### src/rtl/tdc_measure_ctrl.sv
// Measurement sequencer for the inverter delay-line timing sensor: launches the line,
// waits for it to settle, captures the thermometer taps and averages 2^n tap counts.
module tdc_measure_ctrl #(
  parameter int N_DELAY    = 16,
  parameter int SETTLE_CYC = 2
) (
  input  logic                               clk,
  input  logic                               rst_n,
  input  logic                               start,
  input  logic [1:0]                         cfg_avg_log2,
  input  logic [N_DELAY-1:0]                 taps,
  output logic                               launch,
  output logic                               busy,
  output logic [$clog2(N_DELAY+1)-1:0]       result,
  output logic                               result_valid,
  input  logic                               result_ready,
  output logic                               bubble_err
);

  localparam int CNT_W = $clog2(N_DELAY + 1);
  localparam int ACC_W = CNT_W + 3;
  localparam int SET_W = (SETTLE_CYC > 1) ? $clog2(SETTLE_CYC) : 1;

  typedef enum logic [2:0] {
    S_IDLE    = 3'd0,
    S_LAUNCH  = 3'd1,
    S_SETTLE  = 3'd2,
    S_CAPTURE = 3'd3,
    S_ACCUM   = 3'd4,
    S_DONE    = 3'd5
  } state_t;

  // Number of consecutive ones starting at tap 0.
  function automatic logic [CNT_W-1:0] therm_count(input logic [N_DELAY-1:0] v);
    logic [CNT_W-1:0] c;
    logic             run;
    c   = '0;
    run = 1'b1;
    for (int i = 0; i < N_DELAY; i++) begin
      if (run && v[i]) begin
        c = c + CNT_W'(1);
      end else begin
        run = 1'b0;
      end
    end
    return c;
  endfunction

  // A one sitting above the first zero means the snapshot is not a clean thermometer code.
  function automatic logic therm_bubble(input logic [N_DELAY-1:0] v);
    logic seen_zero;
    logic bub;
    seen_zero = 1'b0;
    bub       = 1'b0;
    for (int i = 0; i < N_DELAY; i++) begin
      if (!v[i]) begin
        seen_zero = 1'b1;
      end else if (seen_zero) begin
        bub = 1'b1;
      end else begin
        bub = bub;
      end
    end
    return bub;
  endfunction

  state_t               state_q, state_d;
  logic [SET_W-1:0]     settle_q, settle_d;
  logic [2:0]           sample_q, sample_d;
  logic [1:0]           n_q, n_d;
  logic [ACC_W-1:0]     acc_q, acc_d;
  logic [N_DELAY-1:0]   snap_q, snap_d;
  logic [CNT_W-1:0]     result_q, result_d;
  logic                 valid_q, valid_d;
  logic                 bubble_q, bubble_d;
  logic                 launch_q, launch_d;
  logic                 busy_q, busy_d;

  logic [CNT_W-1:0]     count_s;
  logic                 bubble_s;
  logic [ACC_W-1:0]     acc_sum_s;
  logic                 last_s;

  // Next-state and datapath update for the measurement sequence.
  always_comb begin
    state_d   = state_q;
    settle_d  = settle_q;
    sample_d  = sample_q;
    n_d       = n_q;
    acc_d     = acc_q;
    snap_d    = snap_q;
    result_d  = result_q;
    valid_d   = valid_q;
    bubble_d  = bubble_q;
    count_s   = therm_count(snap_q);
    bubble_s  = therm_bubble(snap_q);
    acc_sum_s = acc_q + ACC_W'(count_s);
    last_s    = ({1'b0, sample_q} == ((4'd1 << n_q) - 4'd1));

    case (state_q)
      S_IDLE: begin
        if (start) begin
          state_d  = S_LAUNCH;
          n_d      = cfg_avg_log2;
          acc_d    = '0;
          sample_d = 3'd0;
          bubble_d = 1'b0;
        end else begin
          state_d = S_IDLE;
        end
      end
      S_LAUNCH: begin
        settle_d = '0;
        state_d  = S_SETTLE;
      end
      S_SETTLE: begin
        if (settle_q == SET_W'(SETTLE_CYC - 1)) begin
          state_d = S_CAPTURE;
        end else begin
          settle_d = settle_q + SET_W'(1);
        end
      end
      S_CAPTURE: begin
        snap_d  = taps;
        state_d = S_ACCUM;
      end
      S_ACCUM: begin
        acc_d = acc_sum_s;
        if (bubble_s) begin
          bubble_d = 1'b1;
        end else begin
          bubble_d = bubble_q;
        end
        // Result is taken from the post-add sum so the last sample counts.
        if (last_s) begin
          result_d = CNT_W'(acc_sum_s >> n_q);
          valid_d  = 1'b1;
          state_d  = S_DONE;
        end else begin
          sample_d = sample_q + 3'd1;
          state_d  = S_LAUNCH;
        end
      end
      S_DONE: begin
        if (result_ready) begin
          valid_d = 1'b0;
          state_d = S_IDLE;
        end else begin
          state_d = S_DONE;
        end
      end
      default: begin
        state_d = S_IDLE;
        valid_d = 1'b0;
      end
    endcase

    launch_d = (state_d == S_LAUNCH);
    busy_d   = (state_d != S_IDLE);
  end

  // State and output registers.
  always_ff @(posedge clk or negedge rst_n) begin
    if (!rst_n) begin
      state_q  <= S_IDLE;
      settle_q <= '0;
      sample_q <= 3'd0;
      n_q      <= 2'd0;
      acc_q    <= '0;
      snap_q   <= '0;
      result_q <= '0;
      valid_q  <= 1'b0;
      bubble_q <= 1'b0;
      launch_q <= 1'b0;
      busy_q   <= 1'b0;
    end else begin
      state_q  <= state_d;
      settle_q <= settle_d;
      sample_q <= sample_d;
      n_q      <= n_d;
      acc_q    <= acc_d;
      snap_q   <= snap_d;
      result_q <= result_d;
      valid_q  <= valid_d;
      bubble_q <= bubble_d;
      launch_q <= launch_d;
      busy_q   <= busy_d;
    end
  end

  assign launch       = launch_q;
  assign busy         = busy_q;
  assign result       = result_q;
  assign result_valid = valid_q;
  assign bubble_err   = bubble_q;

endmodule
### config.mk
export PLATFORM = sky130hd
export DESIGN_NAME = tdc_measure_ctrl
export DESIGN_NICKNAME = d
export VERILOG_FILES = /design/src/rtl/tdc_measure_ctrl.sv
export SDC_FILE = /design/constraint.sdc
export NUM_CORES = 1
export LEC_CHECK = 0
export ABC_AREA = 1
export CAP_MARGIN = 20
export CORE_UTILIZATION = 55
export CTS_CLUSTER_DIAMETER = 200
export DETAILED_ROUTE_END_ITERATION = 8
export GPL_ROUTABILITY_DRIVEN = 0
export MAX_ROUTING_LAYER = met4
export PLACE_DENSITY = 0.77
export SLEW_MARGIN = 25
export SYNTH_ARGS = -nofsm -noshare
export SYNTH_HDL_FRONTEND = slang
export SYNTH_SLANG_ARGS = --single-unit
### constraint.sdc
create_clock -name clk -period 8.7 [get_ports clk]
set_input_delay 2.61 -clock clk [delete_from_list [all_inputs] [get_ports clk]]
set_output_delay 2.61 -clock clk [all_outputs]
set_load 0.02 [all_outputs]
Word-level counts from Yosys, hierarchy flattened
Cells that the tools add are included.

storage, ports and cells
  bits in registers = 42
  output and inout bits = 9
  word-level logic and storage cells = 164
  input bits = 22

operators by class
  multiplexer cells = 93
  shift-type cells = 2
  $add $sub $neg = 19
  bitwise operators = 1
  reductions and logical operators = 26
  eq/ne operators = 12

operators with widths
  operator               number
  $add A5 B1 Y5 const B  14
  $mux W5                14
  $mux W1                66
  $pmux W3 S6            1
  $pmux W8 S2            1
  $logic_and A1 B1 Y1    15
  $mux W3                5
  $ne A2 B2 Y1 const B   5
  $reduce_and A3 Y1      3
  $add A8 B5 Y8          1
  $mux W8                1
  $shr A8 B2 Y5          1
  $eq A3 B1 Y1 const B   2
  $eq A3 B2 Y1 const B   2
  $eq A3 B3 Y1 const B   2
  $pmux W3 S2            1
  $reduce_and A2 Y1      3
  $eq A3 B4 Y1           1
  $pmux W1 S2            2
  $reduce_bool A2 Y1     2
  $reduce_or A4 Y1       1
  $shl A1 B2 Y4 const A  1
  $sub A4 B1 Y4 const B  1
  $add A3 B1 Y3 const B  1
  7 further kinds        7

Depth between registers and ports, before layout
  depth after elaboration = 33
  depth in mapped cells = 49

Least setup slack after synthesis
Ideal clock, no wire load.

  kind = reg-to-reg
  start = register snap_q[1]
  end = register result_q[4] (netlist: result[4])
  library setup time = 119 ps
  clock period less this slack = 6847 ps
  cell stages (with the launch flop) = 43
  path slack = 1853 ps
  data arrival time = 6728 ps
  cell sequence = dfrtp_1 a21oi_1 ha_1 nor2_1 nor2_1 ha_1 or2_1 nand2_1 ha_1 or2_1 nand2_1 ha_1 nand2_1 o21ai_0 o21ai_0 ha_1 nand3_1 o21a_1 [7 not listed] a31oi_1 nand2_1 ha_1 or2_0 nand2_1 inv_1 ha_1 nand3_1 and2_1 or2_2 nand2_1 a21oi_1 or2_2 nor2_1 xor2_1 o211ai_1 o211ai_1 o21a_1

on the way
  word-level cells in the longest chain between the ends = 32
  elaborated cells between the ends (all ways) = 60

RTL lines
  what                                                  RTL line  text
  start, declared                                       72        logic [N_DELAY-1:0] snap_q, snap_d;
  start signal, assigned                                182       snap_q <= snap_d;
  $logic_and A1 B1 Y1 (*)                               40        if (run && v[i]) begin
  $mux W2 or $mux W1 (tied branches)                    40
  $add A5 B1 Y5 or $logic_and A1 B1 Y1 (tied branches)  41, 40
  $mux W5 or $mux W1 (tied branches)                    40
  $add A5 B1 Y5 or $logic_and A1 B1 Y1 (tied branches)  41, 40
  $mux W5 or $mux W1 (tied branches)                    40
  $add A5 B1 Y5 or $logic_and A1 B1 Y1 (tied branches)  41, 40
  $mux W5 or $mux W1 (tied branches)                    40
  [16 not listed]                                       -
  $add A5 B1 Y5 or $logic_and A1 B1 Y1 (tied branches)  41, 40
  $mux W5 or $mux W1 (tied branches)                    40
  $add A5 B1 Y5 or $logic_and A1 B1 Y1 (tied branches)  41, 40
  $mux W5 or $mux W1 (tied branches)                    40
  $add A5 B1 Y5 or $logic_and A1 B1 Y1 (tied branches)  41, 40
  $mux W5 (*)                                           40
  $add A8 B5 Y8 (*)                                     97        acc_sum_s = acc_q + ACC_W'(count_s);
  $shr A8 B2 Y5 (*)                                     136       result_d = CNT_W'(acc_sum_s >> n_q);
  end signal, assigned                                  183       result_q <= result_d;
  end, declared                                         73        logic [CNT_W-1:0] result_q, result_d;

Every way passes the cells marked *; elsewhere a longest branch is shown, timed or not.
A chain may end at the register's enable or synchronous reset.

Final worst setup path
Ends and elaborated chain as after synthesis.

==> results.cfg <==
[outcome]
outcome = finished clean

[cells_and_area]
drive_gt1_share_pct = 12.09
insertedDiodeCount = 0
nNetsFinal = 530
final_area_mm2 = 0.003809
area_growth_pct = 14.14
fillers = 526

[clocking]
cts_buffers = 5
path_clk_slew_ps = 90
clkSinkCount = 42
hold_buffers = 0
clockBufferDepth = 2
insertion_delay_ps = 300
root_buffer = clkbuf_8
cts_tree = built
h-tree-depth = 2
cts_setup_buffers = 0
cts_resized = 0

[timing]
maxSlewHeadroom_pct = 63.41
finalSetupViolCount = 0
drv_slew = 0
period_minus_slack_ps = 7476
hold_viol_final = 0
finalCritPeriodShare_pct = 85.93
grt_setup_unrepaired = no
fin_tns_setup_ps = 0
clock.fmax_mhz = 133.8
setup_slack_ps = 1224
skew_ps = 8.885
tightest_slew_ps = 546.9

[grt]
met2_usage_pct = 39.40
grt_overflow = 0
grt_antenna_before_repair = 0
use_met1_pct = 29.13
use_met3_pct = 2.857
grt_use_total_pct = 23.67
grt_pass1_wl_mm = 11.60
grt_pass1_vias = 2798
grt_max_degree = 43
grt_most_used_layer = met2

[route]
drtPass1Iterations = 5
drt_wl_total_mm = 6.532
num_vias = 2900
drtAntennaViolNets = 0
wl_per_cell_um = 11.60
viasPerCell = 5.151
drtIter0Drc = 85
drc = 0

[worst_setup_path]
crit_required_ps = 8930
crit_family = simple AND/OR/NAND/NOR gates
critical_path_class = register to register
crit_path_max_incr_delay_ps = 420
setup.worst_path.end_class = register
cp.arrival_ps = 7710
cp_max_fo = 4
crit_path_top_delay_cell = dfrtp_1
crit_buf_inv = 2
critPathLaunchType = register
crit_path_frequent_cell = ha_1

[floorplan]
dieArea_mm2 = 0.006382
rows = 28
fp.coreArea_mm2 = 0.005886
ios = 31
die_h_um = 79.89
die_w_um = 79.89
start_util_pct = 56.70

[logic_synthesis]
synth_fp_nets = 497
syn_inst = 454
synth_flop_cell = dfrtp_1
ys_seq_area_share_pct = 31.50
syn_area_mm2 = 0.003337
synth_top_area_share_pct = 31.50
yosysMostFrequentCell = nand2_1
syn_avg_cell_area_um2 = 7.350
async_flop_share_pct = 100.0
synthDistinctLibCells = 48
yosys_warnings = 0
yosysTopAreaCell = dfrtp_1
synth_edf_count = 0
synthTopCellsByCount = nand2_1, inv_1, nor2_1
ys_seq_elements = 42
synth_area_leaders = dfrtp_1, nand2_1, inv_1

[placed_design]
post-place-ws_ps = 1292
place_area_mm2 = 0.003711
portBuffers = 30
dpl.hpwl_mm = 5.241

[power_and_ir_drop]
finalPower_uw = 1150
peakVddDrop_mv = 0.2093
power.density_mw_per_mm2 = 301.9
p_leak_uw = 0.002050

[job]
maxCapViolCount = 0

[hold_path]
worstHoldPathType = register to register
## worst paths after layout
kind                                       start                 endpoint  slack [ps]  depth (start not counted)
max                        snap_q[1]$_DFFE_PN0P_    result[4]$_DFFE_PN0P_        1220                         42
min                        result[0]$_DFFE_PN0P_    result[0]$_DFFE_PN0P_         500                          2
max reg2reg                snap_q[1]$_DFFE_PN0P_    result[4]$_DFFE_PN0P_        1220                         42
min reg2reg                result[0]$_DFFE_PN0P_    result[0]$_DFFE_PN0P_         500                          2
max in group asynchronous                  rst_n  sample_q[2]$_DFFE_PN0P_        6060                          1
min in group asynchronous                  rst_n     acc_q[4]$_DFFE_PN0P_        2280                          1
## report_power, final
| part | total, uW | internal (uW) | switching [uW] | leakage (uW) |
|---|---|---|---|---|
| Clock | 126 | 56.4 | 70.1 | 0.0000441 |
| Sequential | 343 | 271 | 72.3 | 0.000523 |
| Combinational | 680 | 254 | 427 | 0.00148 |
| Total | 1150 | 581 | 569 | 0.00205 |
## metal layers
layer	vias to the layer above	part of all wire [%]
li1	1531	-
met1	1308	49
met2	48	45
met3	13	2.9
met4	0	2.3
met5	-	0
## cells in the final DEF, fill, tap and decap left out, types with 4 or more instances in the layout
cell / netlist / final
nor3_1: 4 / 4
o211ai_1: 4 / 4
clkdlybuf4s50_1: 0 / 29
clkbuf_8: 0 / 5
ha_1: 20 / 20
nor2_4: 4 / 4
a21oi_1: 24 / 24
nor2_8: 4 / 4
nand3_2: 4 / 5
inv_2: 8 / 8
inv_1: 74 / 74
nand2_2: 7 / 7
nand2_1: 97 / 97
o21ai_0: 28 / 28
mux2_2: 6 / 6
xor2_1: 4 / 4
nand3_1: 26 / 25
dfrtp_1: 42 / 42
nor2_1: 45 / 45
## metrics by stage
| step | util, % | hold slack, ps | cells |
|---|---|---|---|
| floorplan | - | 449.3 | 454 |
| global placement | 63.05 | 473.4 | 555 |
| detailed placement | 63.05 | 481.3 | 555 |
| CTS | 64.58 | 498.5 | 563 |
| global route | 64.71 | 530.8 | 563 |
| finish | 64.71 | 496.7 | 563 |
## state kept, by name, summed over array words and instances (netlist names)
signal,flops
busy,1
n_q,2
state_q,3
sample_q,3
result_valid,1
bubble_err,1
result,5
acc_q,8
settle_q,1
launch,1
snap_q,16
## cells by family (layout without fill, tap and decap cells)
family          after synthesis  count (layout)  synth area share (%)
compound gates               77              77                 13.42
xor+xnor                      9               9                 3.037
fa+ha+maj                    21              21                 8.099
buf+inv                      88             122                 10.09
flops                        42              42                 31.50
mux                           6               6                 2.025
simple gates                211             211                 31.83
## final cells by class
| cell class | instances | area, um^2 | area share (%) |
|---|---|---|---|
| repair buffers | 30 | 297.8 | 7.819 |
| clock buffers | 5 | 68.82 | 1.807 |
| inverters | 84 | 321.6 | 8.443 |
| well taps | 75 | 93.84 | 2.464 |
| multi-input cells | 324 | 1954 | 51.31 |
| flip-flops and latches | 42 | 1051 | 27.60 |
| clock inverters | 3 | 21.27 | 0.5585 |
## worst reg2reg max path: cells and delay by family, from the launching register on
kind                     cells  cell delay (ps)
AND/OR/NAND/NOR             19             2550
adder cells (fa/ha/maj)      9             2370
AO/OA/AOI/OAI               11             1740
flip-flops                   1              420
XOR/XNOR                     1              200
buffers and inverters        2              140
Power figures use the tool's default switching activity.
